`config.mk`:
```
export PLATFORM = sky130hd
export DESIGN_NAME = tx_os_scheduler
export DESIGN_NICKNAME = d
export VERILOG_FILES = /design/src/rtl/tx_os_scheduler.sv
export SDC_FILE = /design/constraint.sdc
export NUM_CORES = 1
export LEC_CHECK = 0
export CAP_MARGIN = 20
export CORE_MARGIN = 2
export CORE_UTILIZATION = 30
export CTS_BUF_LIST = sky130_fd_sc_hd__clkbuf_4 sky130_fd_sc_hd__clkbuf_8
export DETAILED_ROUTE_END_ITERATION = 10
export GPL_ROUTABILITY_DRIVEN = 0
export GPL_TIMING_DRIVEN = 0
export PLACE_DENSITY_LB_ADDON = 0.2
export SYNTH_ARGS = -nofsm -noshare
export SYNTH_HDL_FRONTEND = slang
export SYNTH_SLANG_ARGS = --single-unit
```
`constraint.sdc`:
```
create_clock -name pclk -period 5.25 [get_ports pclk]
set_input_delay 1.05 -clock pclk [delete_from_list [all_inputs] [get_ports pclk]]
set_output_delay 1.05 -clock pclk [all_outputs]
set_load 0.02 [all_outputs]
```
`src/rtl/tx_os_scheduler.sv`:
```
// TX source scheduler: muxes the lane between the LPIF FIFO and the
// ordered-set generator, splitting only at packet boundaries.
module tx_os_scheduler #(
  parameter int          SKP_INTERVAL = 1180,
  parameter logic [2:0]  SKP_OS_TYPE  = 3'd3,
  parameter int          CNT_W        = 12
) (
  input  logic       pclk,
  input  logic       reset,
  input  logic       link_up,
  input  logic       ltssm_os_req,
  input  logic [2:0] ltssm_os_type,
  output logic       ltssm_os_ack,
  input  logic       fifo_valid,
  input  logic       fifo_pkt_end,
  output logic       fifo_hold,
  output logic       os_start,
  output logic [2:0] os_type,
  input  logic       os_busy,
  input  logic       os_finish,
  output logic       mux_sel,
  output logic       skp_pending,
  output logic [7:0] skp_sent_cnt
);

  typedef enum logic [1:0] {
    IDLE,
    DATA,
    OS_LAUNCH,
    OS_RUN
  } state_t;

  localparam logic [CNT_W-1:0] WRAP = CNT_W'(SKP_INTERVAL - 1);

  state_t           state, state_n;
  logic [2:0]       type_n;
  logic             src_skp, src_skp_n;
  logic             in_pkt, in_pkt_n;
  logic             ack_n;
  logic [7:0]       cnt_n;
  logic             clr_pend;
  logic [CNT_W-1:0] skp_timer;
  logic             wrap;
  logic             req_eff;
  logic             os_need;
  logic             consumed;

  // Request is masked during the ack cycle so one request sends one OS.
  assign req_eff  = ltssm_os_req & ~ltssm_os_ack;
  assign os_need  = ltssm_os_req | skp_pending;
  assign mux_sel  = (state != DATA);
  assign os_start = (state == OS_LAUNCH);
  assign fifo_hold = (state != DATA) |
                     (~in_pkt & os_need);
  assign consumed = fifo_valid & ~fifo_hold;
  assign wrap     = link_up & (skp_timer == WRAP);

  // Next-state, launch bookkeeping and packet tracking.
  always_comb begin
    state_n   = state;
    type_n    = os_type;
    src_skp_n = src_skp;
    in_pkt_n  = in_pkt;
    ack_n     = 1'b0;
    cnt_n     = skp_sent_cnt;
    clr_pend  = 1'b0;
    unique case (state)
      IDLE: begin
        if (req_eff & ~os_busy) begin
          state_n   = OS_LAUNCH;
          type_n    = ltssm_os_type;
          src_skp_n = 1'b0;
        end else if (skp_pending & link_up & ~os_busy) begin
          state_n   = OS_LAUNCH;
          type_n    = SKP_OS_TYPE;
          src_skp_n = 1'b1;
        end else if (link_up) begin
          state_n = DATA;
        end
      end
      DATA: begin
        if (consumed)
          in_pkt_n = ~fifo_pkt_end;
        if (~link_up) begin
          state_n  = IDLE;
          in_pkt_n = 1'b0;
        end else if (~in_pkt_n & os_need) begin
          state_n = IDLE;
        end
      end
      OS_LAUNCH: begin
        state_n  = OS_RUN;
        clr_pend = src_skp;
      end
      OS_RUN: begin
        if (os_finish) begin
          state_n = IDLE;
          if (src_skp)
            cnt_n = skp_sent_cnt + 8'd1;
          else
            ack_n = 1'b1;
        end
      end
      default: state_n = IDLE;
    endcase
  end

  // Scheduler state registers.
  always_ff @(posedge pclk) begin
    if (reset) begin
      state        <= IDLE;
      os_type      <= 3'd0;
      src_skp      <= 1'b0;
      in_pkt       <= 1'b0;
      ltssm_os_ack <= 1'b0;
      skp_sent_cnt <= 8'd0;
    end else begin
      state        <= state_n;
      os_type      <= type_n;
      src_skp      <= src_skp_n;
      in_pkt       <= in_pkt_n;
      ltssm_os_ack <= ack_n;
      skp_sent_cnt <= cnt_n;
    end
  end

  // SKP timer; a wrap wins over a same-cycle launch clear.
  always_ff @(posedge pclk) begin
    if (reset | ~link_up) begin
      skp_timer   <= '0;
      skp_pending <= 1'b0;
    end else if (wrap) begin
      skp_timer   <= '0;
      skp_pending <= 1'b1;
    end else begin
      skp_timer <= skp_timer + 1'b1;
      if (clr_pend)
        skp_pending <= 1'b0;
    end
  end

endmodule

```
==> results.cfg, run 1 <==
[logic_synthesis]
postSynthCellCount = 146
yosys_register_bits = 29
synth_area_leaders = dfxtp_1 46%, nor2_1 6.8%, xnor2_1 6.2%, nand2_1 5.3%, xor2_1 4.1%
synth_area_sq_um = 1269
synth_nets = 159
synth_commonest_cells = 29 x dfxtp_1, 23 x nor2_1, 18 x nand2_1, 9 x xnor2_1, 7 x a21oi_1
synth_edf_count = 0
ys_types = 33
yosysWarnings = 0
yosysTopAreaCellShare = 0.4576
synth_flop_cell = dfxtp_1
yosysMostFrequentCell = dfxtp_1
avgSynthCellArea_sq_um = 8.690
synth_top_cell_by_area = dfxtp_1
ys_seq_area_frac = 0.4576
async_flop_share = 0

[sta]
finalClockSkew_ns = 0.009027
slew_violations = 0
fmax_mhz = 291.4
min_period_ns = 3.432
finalSetupViolations = 0
worst_pin_slew_ns = 0.6386
max_slew_margin = 0.5735
period_share = 0.6538
grt_setup_unrepaired = false
layout_setup_ws_ns = 1.818
hold_violations = 0
finalSetupTns_ns = 0

[grt]
grt_util_all_layers = 0.1292
antenna_found_initial = 0
grt_pass1_wl_mm = 4.850
grt_overflow = 0
grt_pass1_vias = 1102
grt_max_degree = 11

[floorplanning]
ios = 27
die_x_um = 69.03
rows = 23
die_area_sq_um = 4765
core-area_sq_um = 4029
fp.dieH_um = 69.03
initial_core_util = 0.3149

[power_and_ir_drop]
p_sw_frac = 0.2360
p_leak_nw = 0.5792
power_frac_comb = 0.103
clkPwrFrac = 0.422
p_per_area_nw_per_um2 = 283.2
p_seq_frac = 0.475
vdd_drop_max_uv = 135.4
intPower_uw = 366.3
netSwitchingPower_uw = 113.2

[worst_setup_path]
cp-start-kind = input port
worstSetupPathType = in -> out
path_max_fanout = 3
worstPathArrival_ns = 2.38
critPathRequiredTime_ns = 4.20
rr_startpoint = skp_timer[8]$_SDFF_PP0_
critPathLaunch = ltssm_os_req
cp-end-kind = primary output

[routing]
firstDrtPassIters = 4
drc_errors = 0
wire_per_inst_um = 11.80
routed_wirelength_mm = 2.715
route.vias.total = 1109
ant_nets = 0
viasPerCell = 4.822
drt_iter0_markers = 52

[placed_design]
dpl.hpwl_mm = 2.017
io_buffers = 26
place_ws_ns = 1.821

[clock_tree]
cts.htree.levels = 2
path_clk_slew_ns = 0.07
cts_root_buf = clkbuf_8
cts_setup_buffers = 0
cts_tree = done
clock_path_buffers = 2
holdBufCountCts = 0
cts_resized = 0
cts-buffers-inserted = 5
clkSinkCount = 29
insertion_delay_ns = 0.28

[cells_and_area]
final_layout_size_suffix_gt1_frac = 0.07222
fin_nets = 192
syn_to_final_growth_pct = 33.43
nFillCells = 420
antenna_cells = 0

[run_status]
status = finished, final reports clean

[min_path]
worstHoldStart = skp_timer[0]$_SDFF_PP0_
hp-class = reg -> reg

[job]
cap_violations = 0
## state kept, by name, summed over array words and instances, names as in the netlist
| register | flops |
|---|---|
| ltssm_os_ack | 1 |
| skp_pending | 1 |
| os_type | 3 |
| in_pkt | 1 |
| skp_sent_cnt | 8 |
| skp_timer | 12 |
| src_skp | 1 |
| state | 2 |
## through the flow
| stage | cell area (sq um) | util | hold slack, ns | cells | total power, mW |
|---|---|---|---|---|---|
| after floorplan | 1269 | - | 0.4175 | 146 | 0.2588 |
| after global placement | 1592 | 0.3950 | 0.4337 | 222 | 0.2804 |
| after detailed placement | 1592 | 0.3950 | 0.4545 | 222 | 0.2819 |
| after CTS | 1693 | 0.4202 | 0.4641 | 230 | 0.4866 |
| after global routing | 1693 | 0.4202 | 0.4833 | 230 | 0.5074 |
| final | 1693 | 0.4202 | 0.4519 | 230 | 0.4795 |
## worst max-delay path: stages
cell             delay [ns]
clkdlybuf4s50_1        0.49
nor2_1                 0.08
o21bai_1               0.13
clkdlybuf4s50_1        0.62
## cell type report
type,instances,area (sq um),share of cell area
multi-input cells,110,654.4,0.3865
well taps,50,62.56,0.03695
clock inverters,1,5.005,0.002956
repair buffers,26,260.3,0.1537
clock buffers,7,96.34,0.05691
flip-flops and latches,29,580.6,0.3429
inverters,3,11.26,0.006652
plain buffers,4,22.52,0.01330
## final timing paths
kind / to / slack (ns) / cells after the start
worst max-delay path: fifo_hold / 1.82 / 4
worst min register to register: skp_timer[0]$_SDFF_PP0_ / 0.45 / 1
worst max register to register: skp_timer[10]$_SDFF_PP0_ / 3.41 / 5
worst min-delay path: skp_timer[0]$_SDFF_PP0_ / 0.45 / 1
## kinds of logic after synthesis
kind of cell	after synthesis	synth area share
and+or+nand+nor	74	0.2909
DFF	29	0.4576
AOI/OAI and AO/OA	19	0.1016
xor gates and xnor gates	15	0.1036
buffers and inverters	7	0.02663
adders and majority gates	2	0.01972
## cells in the final DEF, fill, tap and decap left out, drive strengths merged
cell / count
a2111oi: 1
nand4b: 1
nand2: 18
or3: 2
nor4: 4
a32o: 1
and4: 2
clkinv: 1
o41a: 1
clkbuf: 10
or4b: 1
nor2: 23
xnor2: 9
a21oi: 7
nor2b: 1
and3: 2
inv: 3
dfxtp: 29
nand3: 6
or4: 2
o21bai: 2
xor2: 6
o22ai: 2
a21o: 1
a21boi: 1
or2: 1
ha: 2
nand2b: 3
clkdlybuf4s50: 26
buf: 1
o21ai: 3
nand4: 3
nor3: 5
## metal layers
metal / track usage / wire length [um] / vias to the layer above
met1: 0.1411 / 1206 / 517
met2: 0.2115 / 1362 / 19
met4: 0.06100 / 14 / 0
met3: 0.05994 / 132 / 2
li1: - / - / 571
met5: 0 / 0 / -
## power by group through the flow
stage	combinational [mW]	sequential (mW)	clock, mW
finish	0.0493	0.228	0.202
global route	0.0538	0.228	0.226
CTS	0.0494	0.228	0.209
detailed placement	0.0493	0.233	0
global placement	0.0481	0.232	0
floorplan	0.0245	0.234	0
Power figures use the tool's default switching activity.
==> run 2: changes to the inputs <==
Clock period 5.25 ns to 3.21 ns, I/O delays scaled along.
==> results of run 2 <==
Same layout as run 1 (identical final DEF). Status: finished, final reports clean.
Main changes from that run: setup slack after placement 1.821 ns -> 0.5973 ns; setup slack after layout 1.818 ns -> 0.5937 ns; register-to-register setup slack 3.41 ns -> 1.37 ns; total power 0.4795 mW -> 0.7842 mW; worst IR drop on VDD 135.4 uV -> 221.4 uV
==> run 3: changes to the inputs <==
Clock period 3.21 ns to 2.18 ns, I/O delays scaled along.
==> run 3 against run 2 <==
Against the previous run:
- clock skew about the same
- sequential share of layout area increased by 0.23 points
- utilization decreased by 0.19 points
- largest cell class unchanged
- non-clock buffer count decreased by 2
- sequential cell count unchanged
- count of clock-buffer cells in the layout unchanged
- power increased by 47%
- cell count decreased by 0.87%
- first-iteration DRC count decreased by 9.6%
- critical path depth decreased by 2
==> results.cfg, run 3 (synthesized netlist as in run 1, its figures left out) <==
[floorplanning]
core-area_sq_um = 4029
ios = 27
die_area_sq_um = 4765
fp.dieH_um = 69.03
die_x_um = 69.03
rows = 23
initial_core_util = 0.3149

[placed_design]
io_buffers = 26
dpl.hpwl_mm = 2.017

[grt]
grt_max_degree = 11
grt_pass1_wl_mm = 4.885
antenna_found_initial = 0
grt_pass1_vias = 1099
grt_overflow = 0
grt_util_all_layers = 0.1298

[clock_tree]
clkSinkCount = 29
cts-buffers-inserted = 5
clock_path_buffers = 2
insertion_delay_ns = 0.28
path_clk_slew_ns = 0.07
cts_tree = done
cts.htree.levels = 2
cts_root_buf = clkbuf_8
cts_setup_buffers = 0

[routing]
routed_wirelength_mm = 2.724
drc_errors = 0
route.vias.total = 1120
ant_nets = 0
viasPerCell = 4.912
drt_iter0_markers = 47
firstDrtPassIters = 4
wire_per_inst_um = 11.95

[cells_and_area]
final_cell_mix = 28 x dfxtp_1, 25 x clkdlybuf4s50_1, 23 x nor2_1, 18 x nand2_1, 9 x xnor2_1
nFillCells = 424
fin_nets = 190
syn_to_final_growth_pct = 32.84
largest_register = skp_timer
largest_reg_flops = 12
antenna_cells = 0
final_layout_size_suffix_gt1_frac = 0.07865
final_util = 0.4183
largestRegisters = skp_timer (12), skp_sent_cnt (8), os_type (3)
final_common_cell = dfxtp_1

[worst_setup_path]
crit_slowest_cell = clkdlybuf4s50_1
cp-start-kind = flip-flop
worstSetupPathType = reg -> out
path_cells = nand2b_1 -> clkdlybuf4s50_1
reg2reg_depth = 5
critPathRequiredTime_ns = 1.74
cp-end-kind = primary output
worstPathArrival_ns = 1.54
crit_family = buffers and inverters
crit_buf_inv = 1
cp.depth = 2
path_max_fanout = 10
max_stage_delay_ns = 0.63

[sta]
hold_violations = 0
worst_pin_slew_ns = 0.6393
whs_ns = 0.4518
min_period_ns = 1.974
finalSetupViolations = 0
grt_setup_unrepaired = false
max_slew_margin = 0.5730
finalClockSkew_ns = 0.009025
period_share = 0.9056
finalSetupTns_ns = 0
slew_violations = 0
fmax_mhz = 506.5

[job]
cap_violations = 0

[min_path]
min_path_cells = 1
hp-class = reg -> reg

[run_status]
status = finished, final reports clean

[power_and_ir_drop]
p_per_area_nw_per_um2 = 683.3
p_leak_nw = 0.5759
vdd_drop_max_uv = 332.2
-- run 3: timing repair --
action | CTS | global route
setup endpoints to repair | 3 | 0
hold endpoints to repair | 0 | 0
hold buffers | 0 | 0
gates resized for setup | 2 | 0
-- run 3: per-layer routing --
| layer | vias to the layer above | routed length [um] | GRT usage |
|---|---|---|---|
| li1 | 568 | - | - |
| met1 | 527 | 1177 | 0.1447 |
| met2 | 23 | 1390 | 0.2094 |
| met3 | 2 | 141 | 0.05994 |
| met4 | 0 | 14 | 0.06100 |
| met5 | - | 0 | 0 |
-- run 3: worst reg2reg max path: stages (launching register included) --
cell and delay (ns):
dfxtp_1 0.34, or4b_1 0.52, or4_4 0.55, nand3_2 0.12
buf_6 0.14, nor2_1 0.05
-- run 3: cell type report --
class	count	area, sq um	area share
Tap cell	50	62.56	0.03712
Timing Repair Buffer	26	259.0	0.1537
Sequential cell	29	581.8	0.3452
Multi-Input combinational cell	110	654.4	0.3883
Inverter	3	11.26	0.006682
Buffer	2	15.01	0.008909
Clock buffer	7	96.34	0.05716
Clock inverter	1	5.005	0.002970
-- run 3: power by group --
group,internal [mW],switching (mW)
combinational,0.0530,0.0536
clock,0.285,0.203
sequential,0.542,0.0153
total,0.880,0.271
-- run 3: path summary, 6_finish.rpt --
check	to	slack [ns]	startpoint
worst max-delay path	mux_sel	0.21	state[1]$_SDFFE_PP0P_
worst min-delay path	skp_timer[0]$_SDFF_PP0_	0.45	skp_timer[0]$_SDFF_PP0_
worst min register to register	skp_timer[0]$_SDFF_PP0_	0.45	skp_timer[0]$_SDFF_PP0_
worst max register to register	skp_timer[10]$_SDFF_PP0_	0.34	skp_timer[8]$_SDFF_PP0_
-- run 3: per-stage QoR --
stage | power [mW] | setup slack (ns) | cells | cell area (sq um)
after floorplan | 0.6233 | 0.4365 | 146 | 1269
after global placement | 0.6753 | -0.06348 | 222 | 1592
after detailed placement | 0.6789 | -0.06543 | 222 | 1592
after CTS | 1.169 | 0.1875 | 228 | 1685
after global routing | 1.219 | 0.03053 | 228 | 1685
final | 1.152 | 0.2058 | 228 | 1685
